==> config.mk <==
export PLATFORM = sky130hd
export DESIGN_NAME = axi_lite_master_if_flat
export DESIGN_NICKNAME = d
export VERILOG_FILES = /design/src/rtl/axi_lite_master_if_pkg.sv /design/src/rtl/axi_lite_master_if_if.sv /design/src/rtl/axi_lite_master_if.sv /design/src/flat_wrapper.sv
export SDC_FILE = /design/constraint.sdc
export NUM_CORES = 1
export LEC_CHECK = 0
export CORE_MARGIN = 2
export CORE_UTILIZATION = 42
export CTS_CLUSTER_DIAMETER = 100
export DETAILED_ROUTE_END_ITERATION = 7
export PLACE_DENSITY = 0.89
export SETUP_SLACK_MARGIN = 0.5
export SYNTH_ARGS = -nofsm -noshare
export SYNTH_HDL_FRONTEND = slang
export SYNTH_SLANG_ARGS = --single-unit
==> constraint.sdc <==
create_clock -name clk -period 6.2 [get_ports clk]
set_input_delay 0.93 -clock clk [delete_from_list [all_inputs] [get_ports clk]]
set_output_delay 0.93 -clock clk [all_outputs]
set_load 0.05 [all_outputs]
==> src/rtl/axi_lite_master_if_pkg.sv <==
// Shared types for the AXI4-Lite initiator: response codes, FSM states, width defaults.
package axil_pkg;

  localparam int AXIL_ADDR_W = 32;
  localparam int AXIL_DATA_W = 32;

  typedef enum logic [1:0] {
    OKAY   = 2'b00,
    EXOKAY = 2'b01,
    SLVERR = 2'b10,
    DECERR = 2'b11
  } resp_t;

  typedef enum logic [2:0] {
    IDLE    = 3'd0,
    WR_REQ  = 3'd1,
    WR_RESP = 3'd2,
    RD_ADDR = 3'd3,
    RD_DATA = 3'd4,
    RSP     = 3'd5
  } mst_state_t;

  // Anything other than OKAY counts as an error response (EXOKAY is meaningless on AXI-Lite).
  function automatic logic resp_is_err(input logic [1:0] code);
    return resp_t'(code) != OKAY;
  endfunction

endpackage

==> src/rtl/axi_lite_master_if_if.sv <==
// AXI4-Lite bus bundle (AW/W/B/AR/R) with master and slave views.
interface axil_if #(
  parameter int ADDR_W = 32,
  parameter int DATA_W = 32
);
  localparam int STRB_W = DATA_W / 8;

  logic [ADDR_W-1:0] awaddr;
  logic              awvalid;
  logic              awready;
  logic [DATA_W-1:0] wdata;
  logic [STRB_W-1:0] wstrb;
  logic              wvalid;
  logic              wready;
  logic [1:0]        bresp;
  logic              bvalid;
  logic              bready;
  logic [ADDR_W-1:0] araddr;
  logic              arvalid;
  logic              arready;
  logic [DATA_W-1:0] rdata;
  logic [1:0]        rresp;
  logic              rvalid;
  logic              rready;

  modport master (
    output awaddr, awvalid, input awready,
    output wdata, wstrb, wvalid, input wready,
    input  bresp, bvalid, output bready,
    output araddr, arvalid, input arready,
    input  rdata, rresp, rvalid, output rready
  );

  modport slave (
    input  awaddr, awvalid, output awready,
    input  wdata, wstrb, wvalid, output wready,
    output bresp, bvalid, input bready,
    input  araddr, arvalid, output arready,
    output rdata, rresp, rvalid, input rready
  );

endinterface

==> src/rtl/axi_lite_master_if.sv <==
// AXI4-Lite initiator: one command in, one AXI-Lite transaction out, one response back.
// Define AXIL_MST_ERRCNT_EN to add err_cnt, a saturating count of non-OKAY B/R responses.
module axi_lite_master_if
  import axil_pkg::*;
#(
  parameter int ADDR_W = AXIL_ADDR_W,
  parameter int DATA_W = AXIL_DATA_W   // 32 or 64
) (
  input  logic                clk,
  input  logic                rst,
  input  logic                cmd_valid,
  output logic                cmd_ready,
  input  logic                cmd_write,
  input  logic [ADDR_W-1:0]   cmd_addr,
  input  logic [DATA_W-1:0]   cmd_wdata,
  input  logic [DATA_W/8-1:0] cmd_wstrb,
  output logic                rsp_valid,
  input  logic                rsp_ready,
  output logic                rsp_is_write,
  output logic [DATA_W-1:0]   rsp_rdata,
  output logic [1:0]          rsp_resp,
  output logic                busy,
`ifdef AXIL_MST_ERRCNT_EN
  output logic [15:0]         err_cnt,
`endif
  axil_if.master              m_axi
);

  localparam int STRB_W = DATA_W / 8;

  mst_state_t        state_q, state_d;
  logic [ADDR_W-1:0] addr_q, addr_d;
  logic [DATA_W-1:0] wdata_q, wdata_d;
  logic [STRB_W-1:0] wstrb_q, wstrb_d;
  logic              aw_done_q, aw_done_d;
  logic              w_done_q, w_done_d;
  logic              rsp_is_write_q, rsp_is_write_d;
  logic [DATA_W-1:0] rsp_rdata_q, rsp_rdata_d;
  logic [1:0]        rsp_resp_q, rsp_resp_d;

  logic cmd_hs, aw_hs, w_hs, b_hs, r_hs, ar_hs;

  // Handshakes are qualified by state, never by the ready alone.
  always_comb begin
    cmd_hs = (state_q == IDLE) && cmd_valid;
    aw_hs  = (state_q == WR_REQ) && !aw_done_q && m_axi.awready;
    w_hs   = (state_q == WR_REQ) && !w_done_q && m_axi.wready;
    b_hs   = (state_q == WR_RESP) && m_axi.bvalid;
    ar_hs  = (state_q == RD_ADDR) && m_axi.arready;
    r_hs   = (state_q == RD_DATA) && m_axi.rvalid;
  end

  always_ff @(posedge clk or posedge rst) begin
    if (rst) begin
      state_q <= IDLE;
    end else begin
      state_q <= state_d;
    end
  end

  always_ff @(posedge clk or posedge rst) begin
    if (rst) begin
      addr_q         <= '0;
      wdata_q        <= '0;
      wstrb_q        <= '0;
      aw_done_q      <= 1'b0;
      w_done_q       <= 1'b0;
      rsp_is_write_q <= 1'b0;
      rsp_rdata_q    <= '0;
      rsp_resp_q     <= 2'b00;
    end else begin
      addr_q         <= addr_d;
      wdata_q        <= wdata_d;
      wstrb_q        <= wstrb_d;
      aw_done_q      <= aw_done_d;
      w_done_q       <= w_done_d;
      rsp_is_write_q <= rsp_is_write_d;
      rsp_rdata_q    <= rsp_rdata_d;
      rsp_resp_q     <= rsp_resp_d;
    end
  end

  always_comb begin
    state_d        = state_q;
    addr_d         = addr_q;
    wdata_d        = wdata_q;
    wstrb_d        = wstrb_q;
    aw_done_d      = aw_done_q;
    w_done_d       = w_done_q;
    rsp_is_write_d = rsp_is_write_q;
    rsp_rdata_d    = rsp_rdata_q;
    rsp_resp_d     = rsp_resp_q;

    case (state_q)
      IDLE: begin
        if (cmd_hs) begin
          addr_d         = cmd_addr;
          wdata_d        = cmd_wdata;
          wstrb_d        = cmd_wstrb;
          aw_done_d      = 1'b0;
          w_done_d       = 1'b0;
          rsp_is_write_d = cmd_write;
          state_d        = cmd_write ? WR_REQ : RD_ADDR;
        end
      end
      WR_REQ: begin
        // AW and W complete independently; either order or the same cycle is fine.
        if (aw_hs) aw_done_d = 1'b1;
        if (w_hs)  w_done_d  = 1'b1;
        if ((aw_done_q || aw_hs) && (w_done_q || w_hs)) begin
          state_d = WR_RESP;
        end
      end
      WR_RESP: begin
        if (b_hs) begin
          rsp_resp_d  = m_axi.bresp;
          rsp_rdata_d = '0;
          state_d     = RSP;
        end
      end
      RD_ADDR: begin
        if (ar_hs) state_d = RD_DATA;
      end
      RD_DATA: begin
        if (r_hs) begin
          rsp_resp_d  = m_axi.rresp;
          rsp_rdata_d = m_axi.rdata;
          state_d     = RSP;
        end
      end
      RSP: begin
        if (rsp_ready) state_d = IDLE;
      end
      default: state_d = IDLE;
    endcase
  end

  // All valids and readies decode from registered state so reset clears them immediately.
  always_comb begin
    cmd_ready     = (state_q == IDLE) && !rst;
    busy          = (state_q != IDLE);
    rsp_valid     = (state_q == RSP);
    rsp_is_write  = rsp_is_write_q;
    rsp_rdata     = rsp_rdata_q;
    rsp_resp      = rsp_resp_q;

    m_axi.awaddr  = addr_q;
    m_axi.awvalid = (state_q == WR_REQ) && !aw_done_q;
    m_axi.wdata   = wdata_q;
    m_axi.wstrb   = wstrb_q;
    m_axi.wvalid  = (state_q == WR_REQ) && !w_done_q;
    m_axi.bready  = (state_q == WR_RESP);
    m_axi.araddr  = addr_q;
    m_axi.arvalid = (state_q == RD_ADDR);
    m_axi.rready  = (state_q == RD_DATA);
  end

`ifdef AXIL_MST_ERRCNT_EN
  logic [15:0] err_cnt_q, err_cnt_d;

  always_comb begin
    err_cnt_d = err_cnt_q;
    if (((b_hs && resp_is_err(m_axi.bresp)) || (r_hs && resp_is_err(m_axi.rresp)))
        && (err_cnt_q != 16'hFFFF)) begin
      err_cnt_d = err_cnt_q + 16'd1;
    end
  end

  always_ff @(posedge clk or posedge rst) begin
    if (rst) begin
      err_cnt_q <= 16'd0;
    end else begin
      err_cnt_q <= err_cnt_d;
    end
  end

  assign err_cnt = err_cnt_q;
`endif

endmodule

==> src/flat_wrapper.sv <==
// flat-port wrapper written by rule: the top's interface ports become plain ports
module axi_lite_master_if_flat import axil_pkg::*;
#(
  parameter int ADDR_W = AXIL_ADDR_W,
  parameter int DATA_W = AXIL_DATA_W              
)
  (clk, rst, cmd_valid, cmd_ready, cmd_write, cmd_addr, cmd_wdata, cmd_wstrb, rsp_valid, rsp_ready, rsp_is_write, rsp_rdata, rsp_resp, busy, m_axi_awaddr, m_axi_awvalid, m_axi_awready, m_axi_wdata, m_axi_wstrb, m_axi_wvalid, m_axi_wready, m_axi_bresp, m_axi_bvalid, m_axi_bready, m_axi_araddr, m_axi_arvalid, m_axi_arready, m_axi_rdata, m_axi_rresp, m_axi_rvalid, m_axi_rready);
  axil_if #(.ADDR_W(ADDR_W), .DATA_W(DATA_W)) m_axi_i ();
  input  logic clk;
  input  logic rst;
  input  logic cmd_valid;
  output logic cmd_ready;
  input  logic cmd_write;
  input  logic [ADDR_W-1:0] cmd_addr;
  input  logic [DATA_W-1:0] cmd_wdata;
  input  logic [DATA_W/8-1:0] cmd_wstrb;
  output logic rsp_valid;
  input  logic rsp_ready;
  output logic rsp_is_write;
  output logic [DATA_W-1:0] rsp_rdata;
  output logic [1:0] rsp_resp;
  output logic busy;
  output wire logic [$bits(m_axi_i.awaddr)-1:0] m_axi_awaddr;
  output wire logic [$bits(m_axi_i.awvalid)-1:0] m_axi_awvalid;
  input wire logic [$bits(m_axi_i.awready)-1:0] m_axi_awready;
  output wire logic [$bits(m_axi_i.wdata)-1:0] m_axi_wdata;
  output wire logic [$bits(m_axi_i.wstrb)-1:0] m_axi_wstrb;
  output wire logic [$bits(m_axi_i.wvalid)-1:0] m_axi_wvalid;
  input wire logic [$bits(m_axi_i.wready)-1:0] m_axi_wready;
  input wire logic [$bits(m_axi_i.bresp)-1:0] m_axi_bresp;
  input wire logic [$bits(m_axi_i.bvalid)-1:0] m_axi_bvalid;
  output wire logic [$bits(m_axi_i.bready)-1:0] m_axi_bready;
  output wire logic [$bits(m_axi_i.araddr)-1:0] m_axi_araddr;
  output wire logic [$bits(m_axi_i.arvalid)-1:0] m_axi_arvalid;
  input wire logic [$bits(m_axi_i.arready)-1:0] m_axi_arready;
  input wire logic [$bits(m_axi_i.rdata)-1:0] m_axi_rdata;
  input wire logic [$bits(m_axi_i.rresp)-1:0] m_axi_rresp;
  input wire logic [$bits(m_axi_i.rvalid)-1:0] m_axi_rvalid;
  output wire logic [$bits(m_axi_i.rready)-1:0] m_axi_rready;
  assign m_axi_awaddr = m_axi_i.awaddr;
  assign m_axi_awvalid = m_axi_i.awvalid;
  assign m_axi_i.awready = m_axi_awready;
  assign m_axi_wdata = m_axi_i.wdata;
  assign m_axi_wstrb = m_axi_i.wstrb;
  assign m_axi_wvalid = m_axi_i.wvalid;
  assign m_axi_i.wready = m_axi_wready;
  assign m_axi_i.bresp = m_axi_bresp;
  assign m_axi_i.bvalid = m_axi_bvalid;
  assign m_axi_bready = m_axi_i.bready;
  assign m_axi_araddr = m_axi_i.araddr;
  assign m_axi_arvalid = m_axi_i.arvalid;
  assign m_axi_i.arready = m_axi_arready;
  assign m_axi_i.rdata = m_axi_rdata;
  assign m_axi_i.rresp = m_axi_rresp;
  assign m_axi_i.rvalid = m_axi_rvalid;
  assign m_axi_rready = m_axi_i.rready;
  axi_lite_master_if #(.ADDR_W(ADDR_W), .DATA_W(DATA_W)) u_core (.clk(clk), .rst(rst), .cmd_valid(cmd_valid), .cmd_ready(cmd_ready), .cmd_write(cmd_write), .cmd_addr(cmd_addr), .cmd_wdata(cmd_wdata), .cmd_wstrb(cmd_wstrb), .rsp_valid(rsp_valid), .rsp_ready(rsp_ready), .rsp_is_write(rsp_is_write), .rsp_rdata(rsp_rdata), .rsp_resp(rsp_resp), .busy(busy), .m_axi(m_axi_i));
endmodule
Yosys cells after proc, flatten, opt, wreduce, memory -nomap -nowiden
Index checks and enable logic that the tools add are counted.

Output and inout bits: 143. Logic and storage cells: 65. Register bits: 108.

Reductions and logical operators: 24. Equality and inequality tests: 13. Multiplexer cells: 19.

Operators by type and width (count): 32-bit 2-to-1 mux (2); 32-bit one-hot mux with 2 select lines (1); 3-bit 2-to-1 mux (6); 3-bit one-hot mux with 6 select lines (1); 2-bit by 1-bit != test with 1-bit output (second input constant) (7); 1-bit logical AND (10); 3-bit AND reduction (3); 3-bit by 2-bit == test with 1-bit output (second input constant) (2); 3-bit == test (second input constant) (2); 2-bit 2-to-1 mux (3); 6-bit AND reduction (1); 1-bit one-hot mux with 2 select lines (2); 2-bit one-hot mux with 2 select lines (1); 2-bit nonzero test (2); 3-bit by 1-bit == test with 1-bit output (second input constant) (1); 1-bit logical NOT (3); 3-bit logical NOT (1); 1-bit 2-to-1 mux (3); 3-bit nonzero test (1); 1-bit logical OR (2); 2-bit != test (second input constant) (1); 2-bit AND reduction (1).

Logic depth before layout (Yosys ltp)
Depth after elaboration: 7. Depth in mapped cells: 5. Depth with buffers taken out: 3.

Worst setup path after synthesis
OpenSTA, ideal clock, no wires.

Kind: reg2out. From: register u_core.state_q[2]. To: output rsp_valid. Buffers on the path: 1. Slack: 3.457 ns. Required time: 5.270 ns. Stages on the path, launching flop included: 3. Data arrival time: 1.813 ns. Path through: dfrtp_1 > clkbuf_1 > nor3b_1.

Cells in the longest elaborated chain, start to end: 1.

RTL lines: from (decl) (line axi_lite_master_if.sv:31) `mst_state_t state_q, state_d;`; from (signal assigned) (line axi_lite_master_if.sv:57) `state_q <= state_d;`; 3-bit == test (line axi_lite_master_if.sv:142) `rsp_valid = (state_q == RSP);`; to (decl) (line flat_wrapper.sv:17) `output logic rsp_valid;`.

No other way between the ends.

Final worst setup path
From: register u_core.state_q[0]. To: output m_axi_awvalid.

Cells in the longest elaborated chain, start to end: 2.

RTL lines: 3-bit by 1-bit == test with 1-bit output (line axi_lite_master_if.sv:148) `m_axi.awvalid = (state_q == WR_REQ) && !aw_done_q;`; 1-bit logical AND (line axi_lite_master_if.sv:148); to (decl) (line flat_wrapper.sv:24) `output wire logic [$bits(m_axi_i.awvalid)-1:0] m_axi_awvalid;`.

No other way between the ends.

==> run_results.csv <==
group,metric,value,unit
placement,dpl_cell_area,7130,um^2
yosys,avgSynthCellArea,12.9,um^2
placement,port_buffers,256,
clocking,cts_htree_levels,3,
global_route,grt_antenna_before_repair,0,
yosys,synth_cell_types,29,
timing,fin_setup_tns,0,ns
placement,hpwl,9080,um
floorplan,die_x,110,um
clocking,cts_tree,"done",
hold_path,whs_path_depth,1,
routing,routedWlPerCell,16.3,um
outcome,status,"finished, final reports clean",
yosys,syn_nets,479,
routing,first_iter_violations,133,
worst_setup_path,startpoint_type,"flip-flop",
worst_setup_path,cp-startpoint,"u_core.state_q[0]$_DFFE_PP0P_",
yosys,synth_edf_count,0,
routing,drt_pass1_iterations,4,
timing,timing.final.max_slew_violations,0,
routing,wirelength,11900,um
worst_setup_path,path_max_fanout,11,
routing,met2WireLength,6300,um
worst_setup_path,r2r-end,"u_core.m_axi.wstrb[0]$_DFFE_PP0P_",
worst_setup_path,reg2reg_depth,3,
finish,post_route_cells_drive_above_1_share,14.7,%
timing,tightest_slew,1.11,ns
floorplan,rows,38,
placement,gp_congestion,0.873,
finish,fin_area,7310,um^2
timing,finalCritPeriodShare,55.7,%
finish,n_antenna_cell,0,
clocking,clockBufferDepth,2,
global_route,grt_overflow,0,
worst_setup_path,ff2ff_setup_slack,3.73,ns
floorplan,io_pins,257,
timing,whs,0.515,ns
worst_setup_path,r2r_start,"u_core.state_q[0]$_DFFE_PP0P_",
routing,vias,3489,
global_route,grt_pass1_wl,17700,um
routing,dr_wl_met3,920,um
clocking,holdBufCountCts,0,
timing,min_period,3.45,ns
routing,route.detailed.drc,0,
timing,max_freq,0.289,GHz
timing,setup-violations-final,0,
global_route,grt_pass1_vias,3507,
clocking,cts_root_buf,"clkbuf_8",
finish,nFillCells,815,
yosys,synth_ff_type,"dfrtp_1",
worst_setup_path,cp.required,5.27,ns
worst_setup_path,crit_arrival,2.52,ns
hold_path,holdCritStartpoint,"u_core.m_axi.wdata[1]$_DFFE_PP0P_",
floorplan,die_area,12100,um^2
timing,rsz0062_at_grt,"false",
hold_path,hold_end,"u_core.m_axi.wdata[1]$_DFFE_PP0P_",
global_route,grt_max_degree,70,
clocking,cts_buffers,9,
job,drv_cap,0,
clocking,clk_pin_slew_worst_paths,0.09,ns
clocking,cts_setup_buffers,0,
yosys,netlist_area,4700,um^2
finish,nets,701,
routing,via_per_inst,4.77,
finish,syn_to_final_growth,55.5,%
yosys,ys_seq_elements,108,
routing,antenna_left,0,
clocking,clock_latency,0.37,ns
floorplan,initial_utilization,43.2,%
worst_setup_path,cp-end-kind,"primary output",
yosys,ys_seq_area_share,57.5,%
clocking,cts-resized-gates,0,
yosys,synthArstFlopShare,100,%
floorplan,fp.dieH,110,um
routing,wirelength_met1,4480,um
yosys,syn_inst,365,
hold_path,hold_path.class,"reg2reg",
timing,finalHoldViolations,0,
clocking,cts.sinks,108,
timing,fin_skew,0.0127,ns
worst_setup_path,criticalPathCategory,"reg2out",
routing,dr.max_layer_used,"met4",
global_route,grt_usage,19.3,%
floorplan,core,10900,um^2
timing,slew_headroom,25.8,%
yosys,yosysWarnings,0,
## cells in the final DEF (no fill, tap or decap), types with 3 or more instances in the layout
master             n
nand2_1           32
mux2_2            64
mux2i_1           33
clkbuf_1           3
dfrtp_1          108
clkdlybuf4s50_1  256
clkbuf_8           9
buf_4              3
mux2_1            10
a21oi_1            5
nor2_1            11
inv_1             34
## worst max-delay path, cell delays in order (launching register included)
cell and delay [ns]:
dfrtp_1 0.62, inv_1 0.19, or3_1 0.43, nor2_1 0.12, clkdlybuf4s50_1 0.81
## kinds of logic (layout without fill, tap and decap cells)
kind of cell           after synthesis  in the layout  synth area share (%)
AND/OR/NAND/NOR                     55             55                  5.67
buffers and inverters               83            310                  10.2
AO/OA/AOI/OAI                       12             12                  1.84
multiplexers                       107            107                  24.8
flip-flops                         108            108                  57.5
## worst max-delay path by stage
stage                                              end  slack (ns)
after global routing                     m_axi_awvalid        2.59
after global placement                       cmd_ready        2.94
after detailed placement                     cmd_ready        2.94
after floorplan           u_core.aw_done_q$_DFFE_PP0P_        2.42
after CTS                                m_axi_awvalid        2.74
final                                    m_axi_awvalid        2.75
## metal layers
| layer | up-vias | global-route usage [%] |
|---|---|---|
| li1 | 1613 | - |
| met1 | 1709 | 22.4 |
| met2 | 152 | 34.1 |
| met3 | 15 | 4.39 |
| met4 | 0 | 7.87 |
| met5 | - | 0 |
## synthesized netlist by cell type (2+ instances only)
master	count	area, um^2
mux2i_1	33	330
nand2b_1	2	12.5
mux2_1	10	113
inv_1	35	131
dfrtp_1	108	2700
buf_4	40	300
nand3b_1	2	15.0
buf_2	4	20.0
nor2_1	11	41.3
buf_6	2	22.5
a21oi_1	5	25.0
nand2_1	32	120
mux2_2	64	721
clkbuf_1	2	7.51
## metrics by stage
| step | worst slack, ns | std cells | util [%] |
|---|---|---|---|
| after floorplan | 2.42 | 365 | - |
| final | 2.75 | 732 | 67.2 |
| after global placement | 2.94 | 716 | 65.5 |
| after CTS | 2.74 | 732 | 67.2 |
| after global routing | 2.59 | 732 | 67.2 |
| after detailed placement | 2.94 | 716 | 65.5 |
## registers in the layout, indices dropped and copies added, names as in the netlist
name                 cells
u_core.aw_done_q         1
u_core.rsp_resp          2
u_core.rsp_is_write      1
u_core.m_axi.araddr     32
u_core.rsp_rdata        32
u_core.state_q           3
u_core.m_axi.wstrb       4
u_core.m_axi.wdata      32
u_core.w_done_q          1
## final cells by class
type | instances | area, um^2 | share of cell area, %
Tap cell | 140 | 175 | 2.40
Clock buffer | 12 | 135 | 1.85
Clock inverter | 4 | 50.0 | 0.684
Timing Repair Buffer | 259 | 2580 | 35.4
Inverter | 35 | 134 | 1.83
Sequential cell | 108 | 2700 | 37.0
Multi-Input combinational cell | 174 | 1530 | 20.9
Power is left out: the tool's default activity adds up to more than one toggle a clock period on the data nets, which glitch-free logic cannot reach.
